$ cat src/rtl/mips_debug_pkg.sv
// Shared state encoding, frame header and frame geometry for the MIPS debug snapshot block.
package mips_debug_pkg;

  typedef enum logic [2:0] {
    ST_IDLE,
    ST_RUN,
    ST_STEP_WAIT,
    ST_STEP_EXEC,
    ST_CAPTURE,
    ST_SEND,
    ST_DONE
  } state_t;

  localparam logic [7:0] FRAME_HDR = 8'hA5;

  // Header + cycle count + PC + all latch bytes + checksum.
  function automatic int frame_len(input int len, input int cycle_w,
                                   input int n_stages, input int nb_latch);
    return 2 + cycle_w / 8 + len / 8 + n_stages * nb_latch;
  endfunction

endpackage

$ cat src/rtl/mips_debug_snapshot_if.sv
// Byte-stream link from the snapshot serializer to the debug UART transmitter.
// A byte moves on every clock edge where out_valid && out_ready.
interface mips_debug_snapshot_if;
  logic [7:0] out_byte;
  logic       out_valid;
  logic       out_ready;

  modport master (output out_byte, output out_valid, input out_ready);
  modport slave  (input out_byte, input out_valid, output out_ready);
endinterface

$ cat src/rtl/debug_byte_serializer.sv
// Walks a frozen snapshot as header, snapshot bytes, then running XOR checksum.
// Byte presented combinationally in SEND; held stable while out_ready is low.
module debug_byte_serializer
  import mips_debug_pkg::*;
#(
  parameter int LEN      = 32,
  parameter int N_STAGES = 4,
  parameter int NB_LATCH = 8,
  parameter int CYCLE_W  = 32
) (
  input  logic                                       clk,
  input  logic                                       reset,
  input  logic [CYCLE_W+LEN+N_STAGES*NB_LATCH*8-1:0] snapshot,
  input  logic                                       load,
  input  logic                                       active,
  mips_debug_snapshot_if.master                      dbg,
  output logic                                       frame_done
);

  localparam int SNAP_W = CYCLE_W + LEN + N_STAGES * NB_LATCH * 8;
  localparam int HEAD_B = (CYCLE_W + LEN) / 8;
  localparam int N_DATA = HEAD_B + N_STAGES * NB_LATCH;
  localparam int FLEN   = frame_len(LEN, CYCLE_W, N_STAGES, NB_LATCH);
  localparam int IDX_W  = $clog2(FLEN);

  logic [7:0]       data_bytes [N_DATA];
  logic [IDX_W-1:0] byte_idx;
  logic [7:0]       csum;
  logic [7:0]       cur_byte;
  logic             xfer;
  logic             is_last;

  // Cycle count and PC are already MSB-first in the snapshot; latch stages
  // sit with stage 0 in the LSBs, so each stage is re-ordered MSB-first.
  for (genvar k = 0; k < N_DATA; k++) begin : g_bytes
    if (k < HEAD_B) begin : g_head
      assign data_bytes[k] = snapshot[SNAP_W-1-8*k -: 8];
    end else begin : g_latch
      localparam int J = k - HEAD_B;
      assign data_bytes[k] =
        snapshot[(J / NB_LATCH) * NB_LATCH * 8 + (NB_LATCH - 1 - J % NB_LATCH) * 8 +: 8];
    end
  end

  assign is_last = (byte_idx == IDX_W'(FLEN - 1));

  always_comb begin
    cur_byte = FRAME_HDR;
    if (is_last) begin
      cur_byte = csum;
    end else if (byte_idx != '0) begin
      cur_byte = data_bytes[byte_idx - IDX_W'(1)];
    end
  end

  assign xfer       = active && dbg.out_ready;
  assign frame_done = xfer && is_last;

  always_ff @(posedge clk) begin
    if (!reset || load) begin
      byte_idx <= '0;
      csum     <= '0;
    end else if (xfer) begin
      if (byte_idx != '0 && !is_last) begin
        csum <= csum ^ cur_byte;
      end
      if (!is_last) begin
        byte_idx <= byte_idx + IDX_W'(1);
      end
    end
  end

  assign dbg.out_valid = active;
  assign dbg.out_byte  = active ? cur_byte : 8'h00;

endmodule

$ cat src/rtl/mips_debug_snapshot.sv
// Gates the CPU clock-enable (run-to-halt / single-step), counts enabled cycles and
// captures a snapshot; frame starts 1 cycle after capture and stalls on out_ready.
module mips_debug_snapshot
  import mips_debug_pkg::*;
#(
  parameter int LEN      = 32,
  parameter int N_STAGES = 4,
  parameter int NB_LATCH = 8,
  parameter int CYCLE_W  = 32
) (
  input  logic                            clk,
  input  logic                            reset,
  input  logic [N_STAGES*NB_LATCH*8-1:0]  in_latches,
  input  logic [LEN-1:0]                  in_pc,
  input  logic                            halt_flag,
  input  logic                            mode,
  input  logic                            start,
  input  logic                            step_req,
  mips_debug_snapshot_if.master           dbg,
  output logic                            cpu_enable,
  output logic                            busy,
  output logic                            dump_done,
  output logic [CYCLE_W-1:0]              cycle_count
);

  localparam int SNAP_W = CYCLE_W + LEN + N_STAGES * NB_LATCH * 8;

  state_t            state, state_nxt;
  logic              halt_seen, halt_seen_nxt;
  logic [SNAP_W-1:0] snapshot;
  logic              frame_done;
  logic              idle_like;

  assign idle_like = (state == ST_IDLE) || (state == ST_DONE);

  always_comb begin
    state_nxt     = state;
    halt_seen_nxt = halt_seen;
    case (state)
      ST_IDLE, ST_DONE: begin
        if (start) begin
          halt_seen_nxt = 1'b0;
          if (mode) begin
            state_nxt = ST_STEP_WAIT;
          end else if (halt_flag) begin
            state_nxt     = ST_CAPTURE;
            halt_seen_nxt = 1'b1;
          end else begin
            state_nxt = ST_RUN;
          end
        end
      end
      ST_RUN: begin
        if (halt_flag) begin
          state_nxt     = ST_CAPTURE;
          halt_seen_nxt = 1'b1;
        end
      end
      ST_STEP_WAIT: begin
        if (step_req) state_nxt = ST_STEP_EXEC;
      end
      ST_STEP_EXEC: begin
        state_nxt     = ST_CAPTURE;
        halt_seen_nxt = halt_flag;
      end
      ST_CAPTURE: state_nxt = ST_SEND;
      ST_SEND: begin
        if (frame_done) state_nxt = halt_seen ? ST_DONE : ST_STEP_WAIT;
      end
      default: state_nxt = ST_IDLE;
    endcase
  end

  always_ff @(posedge clk) begin
    if (!reset) begin
      state       <= ST_IDLE;
      halt_seen   <= 1'b0;
      cpu_enable  <= 1'b0;
      cycle_count <= '0;
      snapshot    <= '0;
    end else begin
      state      <= state_nxt;
      halt_seen  <= halt_seen_nxt;
      // Registered enable tracks the state being entered, so it is high exactly in RUN/STEP_EXEC.
      cpu_enable <= (state_nxt == ST_RUN) || (state_nxt == ST_STEP_EXEC);
      if (idle_like && start) begin
        cycle_count <= '0;
      end else if (cpu_enable && (cycle_count != '1)) begin
        cycle_count <= cycle_count + CYCLE_W'(1);
      end
      if (state == ST_CAPTURE) begin
        snapshot <= {cycle_count, in_pc, in_latches};
      end
    end
  end

  assign busy      = !idle_like;
  assign dump_done = (state == ST_DONE);

  debug_byte_serializer #(
    .LEN      (LEN),
    .N_STAGES (N_STAGES),
    .NB_LATCH (NB_LATCH),
    .CYCLE_W  (CYCLE_W)
  ) u_ser (
    .clk        (clk),
    .reset      (reset),
    .snapshot   (snapshot),
    .load       (state == ST_CAPTURE),
    .active     (state == ST_SEND),
    .dbg        (dbg),
    .frame_done (frame_done)
  );

endmodule

$ cat src/flat_wrapper.sv
// flat-port wrapper written by rule: the top's interface ports become plain ports
module mips_debug_snapshot_flat import mips_debug_pkg::*;
#(
  parameter int LEN      = 32,
  parameter int N_STAGES = 4,
  parameter int NB_LATCH = 8,
  parameter int CYCLE_W  = 32
)
  (clk, reset, in_latches, in_pc, halt_flag, mode, start, step_req, cpu_enable, busy, dump_done, cycle_count, dbg_out_byte, dbg_out_valid, dbg_out_ready);
  mips_debug_snapshot_if dbg_i ();
  input  logic clk;
  input  logic reset;
  input  logic [N_STAGES*NB_LATCH*8-1:0] in_latches;
  input  logic [LEN-1:0] in_pc;
  input  logic halt_flag;
  input  logic mode;
  input  logic start;
  input  logic step_req;
  output logic cpu_enable;
  output logic busy;
  output logic dump_done;
  output logic [CYCLE_W-1:0] cycle_count;
  output wire logic [$bits(dbg_i.out_byte)-1:0] dbg_out_byte;
  output wire logic [$bits(dbg_i.out_valid)-1:0] dbg_out_valid;
  input wire logic [$bits(dbg_i.out_ready)-1:0] dbg_out_ready;
  assign dbg_out_byte = dbg_i.out_byte;
  assign dbg_out_valid = dbg_i.out_valid;
  assign dbg_i.out_ready = dbg_out_ready;
  mips_debug_snapshot #(.LEN(LEN), .N_STAGES(N_STAGES), .NB_LATCH(NB_LATCH), .CYCLE_W(CYCLE_W)) u_core (.clk(clk), .reset(reset), .in_latches(in_latches), .in_pc(in_pc), .halt_flag(halt_flag), .mode(mode), .start(start), .step_req(step_req), .dbg(dbg_i), .cpu_enable(cpu_enable), .busy(busy), .dump_done(dump_done), .cycle_count(cycle_count));
endmodule
$ cat config.mk
export PLATFORM = sky130hd
export DESIGN_NAME = mips_debug_snapshot_flat
export DESIGN_NICKNAME = d
export VERILOG_FILES = /design/src/rtl/mips_debug_pkg.sv /design/src/rtl/mips_debug_snapshot_if.sv /design/src/rtl/debug_byte_serializer.sv /design/src/rtl/mips_debug_snapshot.sv /design/src/flat_wrapper.sv
export SDC_FILE = /design/constraint.sdc
export NUM_CORES = 1
export LEC_CHECK = 0
export ABC_AREA = 1
export CORE_MARGIN = 1
export CORE_UTILIZATION = 50
export CTS_CLUSTER_DIAMETER = 200
export CTS_CLUSTER_SIZE = 24
export DETAILED_ROUTE_END_ITERATION = 10
export DONT_BUFFER_PORTS = 1
export HOLD_SLACK_MARGIN = 0.15
export PLACE_DENSITY_LB_ADDON = 0.05
export SLEW_MARGIN = 20
export SYNTH_ARGS = -nofsm -noshare
export SYNTH_HDL_FRONTEND = slang
export SYNTH_SLANG_ARGS = --single-unit
$ cat constraint.sdc
create_clock -name clk -period 4.2 [get_ports clk]
set_input_delay 0.84 -clock clk [delete_from_list [all_inputs] [get_ports clk]]
set_output_delay 0.84 -clock clk [all_outputs]
set_load 0.02 [all_outputs]
==> results.tsv <==
stage	metric	value	unit
outcome	outcome	finished clean	
drt	wl_per_cell	19.0	um
worst_setup_path	crit_type	register to primary output	
layout	regArea	7430	sq um
yosys	syn_nets	2921	
place	post_dp_cell_area	17300	sq um
yosys	synth_flop_cell	dfxtp_1	
timing	holdWs	0.426	ns
die	initial_core_util	51.2	%
worst_setup_path	worst_ep_arrival_time	3.15	ns
place	dp_slack	0.453	ns
timing	period_minus_slack	3.99	ns
power_and_ir_drop	power.total	0.00809	W
yosys	synth-edff-count	0	
layout	final_area	17900	sq um
clock_tree	clock_latency	0.54	ns
clock_tree	cts_setup_buffers	0	
place	place_congestion	0.931	
worst_setup_path	startpoint_type	register	
clock_tree	cts_root_buffer	clkbuf_16	
layout	final_cell_mix	nor2_1 (622), nand2_1 (475), dfxtp_1 (370), o21ai_0 (358), nand3_1 (227)	
layout	fillers	3492	
timing	clock_skew	0.0189	ns
worst_setup_path	r2r_cells	12	
drt	wirelength	55.7	mm
place	dp_hpwl	37.5	mm
die	ios	339	
layout	drive_above_1_share	3.58	%
yosys	ys_ff_latch	371	
clock_tree	cts_sinks	371	
clock_tree	cts_max_level	1	
global_routing	antenna_found_initial	2	
hold_path	worstHoldPathType	primary input to register	
yosys	ys_warn_count	0	
hold_path	worstHoldStart	in_latches[221]	
layout	final_nets	2788	
worst_setup_path	slowest_stage	ha_4	
global_routing	grt_pass1_wl	84.8	mm
hold_path	whs_path_depth	2	
timing	fin_crit_sh	94.9	%
yosys	synth_top_area_share	42.9	%
power_and_ir_drop	power_leakage	7.22	nW
worst_setup_path	path_cells	inv_1, ha_4, buf_6, nand3_1, a21oi_1, nor3_1, nor2_1, nand2_1, nand2_1, nor2_1, buf_4	
worst_setup_path	worst-endpoint-required	3.36	ns
power_and_ir_drop	powerDensity	453	nW/um^2
yosys	syn_area_per_cell	6.60	sq um
clock_tree	cts_tree	done	
die	rows	67	
drt	num_vias	16600	
drt	dr.pass1.iters	7	
layout	multi_input_area	8570	sq um
layout	layout_commonest_cell	nor2_1	
timing	setup_viol	0	
drt	drtAntennaViolNets	0	
yosys	yosys.cell_types.count	39	
yosys	syn_inst	2621	
timing	finalHoldViolCount	0	
worst_setup_path	max_stage_delay	0.45	ns
drt	vias_per_cell	5.65	
yosys	ys_seq_area_share	42.9	%
worst_setup_path	critical_path.endpoint_type	primary output	
worst_setup_path	critPathMaxFanout	40	
die	die_width	188	um
worst_setup_path	crit-reg2reg-launch	u_core.u_ser.byte_idx[1]$_SDFFE_PP0P_	
global_routing	grt_overflow	0	
layout	area_growth_syn_to_layout	3.36	%
drt	post-route-drc-count	0	
yosys	synth_area	17300	sq um
global_routing	grt_usage	30.2	%
clock_tree	numCtsBuffers	19	
timing	rsz0062_at_grt	no	
clock_tree	clockBufferDepth	3	
die	die_area	35300	sq um
timing	fin_ws	0.213	ns
timing	drv_slew	0	
yosys	synthArstFlopShare	0	%
clock_tree	cts.clk_slew.worst_paths	0.10	ns
drt	drt_iter0_drc	1475	
global_routing	grt_pass1_vias	14900	
timing	timing.setup.tns	0	ns
place	port_buffers	0	
die	core	33800	sq um
die	die_height	188	um
timing	max_freq	251	MHz
yosys	synth_top_area_cell	dfxtp_1	
worst_setup_path	crit_path_start	u_core.u_ser.byte_idx[1]$_SDFFE_PP0P_	
timing	relSlewSlack	25.7	%
timing	worst_slew_pin_slew	1.11	ns
yosys	yosys-top-cells-area	dfxtp_1 (43%), nor2_1 (14%), o21ai_0 (10%)	
global_routing	grt_max_degree	325	
power_and_ir_drop	ir_drop	0.000305	V
run	maxCapViolCount	0	
## cell type report
cell class / instances / share of cell area, %
Multi-Input combinational cell: 1933 / 48.0
Sequential cell: 371 / 41.6
Timing Repair Buffer: 22 / 1.46
Tap cell: 448 / 3.13
Antenna cell: 2 / 0.0280
Clock inverter: 1 / 0.0910
Inverter: 141 / 3.10
Clock buffer: 20 / 2.68
## worst max-delay path: cells and delay by family (launching register included)
family	cells	cell delay, ns
buffers and inverters	3	0.67
AND/OR/NAND/NOR	6	0.67
AO/OA/AOI/OAI	1	0.36
adder cells (fa/ha/maj)	1	0.45
flip-flops	1	0.41
## metal layers
metal,track usage (%),part of all wire [%]
met1,43.1,45
met2,46.7,44
met3,5.58,8.0
met4,7.22,2.2
met5,0,0
## sequential cells by signal, summed over array words and instances, names as in the netlist
register               cells
u_core.cpu_enable          1
u_core.halt_seen           1
u_core.u_ser.csum          8
u_core.cycle_count        32
u_core.u_ser.byte_idx      6
u_core.state               3
u_core.snapshot          320
## stage by stage
step	util, %	cells
finish	52.9	2938
detailed placement	51.3	2914
global route	52.9	2937
floorplan	-	2621
global placement	51.3	2914
CTS	52.8	2935
## Yosys cell counts, types with 8 or more instances
cell        n
buf_2      48
buf_4      15
o21ai_1     8
nand3_1   227
buf_1       8
inv_1     129
nand2_1   475
a21oi_1   134
nand2_2    11
inv_2      10
nand4_1    19
nor3_1     27
nor2_1    623
o21ai_0   358
dfxtp_1   371
clkbuf_1  103
## logic make-up after synthesis
| logic type | share of synthesized area [%] |
|---|---|
| flip-flops | 42.9 |
| adder cells (fa/ha/maj) | 0.362 |
| buffers and inverters | 7.65 |
| AND/OR/NAND/NOR | 33.6 |
| AO/OA/AOI/OAI | 14.8 |
| XOR/XNOR | 0.608 |
## worst paths after layout
check,to,slack (ns)
max,dbg_out_byte[2],0.21
min,u_core.snapshot[221]$_SDFFE_PN0N_,0.43
max reg2reg,u_core.u_ser.csum[4]$_SDFFE_PP0P_,1.42
min reg2reg,u_core.snapshot[24]$_SDFFE_PN0N_,0.46
## timing repair
item	in CTS	in global routing
cloned	0	1
hold buffers	0	0
setup endpoints to repair	5	8
resized for setup	1	7
pin swaps	0	0
## power by group
part	leakage [nW]	switching (W)	internal, W	total [W]
combinational	3.96	0.00121	0.000519	0.00173
clock	0.242	0.00117	0.000826	0.00200
sequential	3.02	0.000271	0.00409	0.00437
No activity file was read; power rests on OpenSTA's default activity.
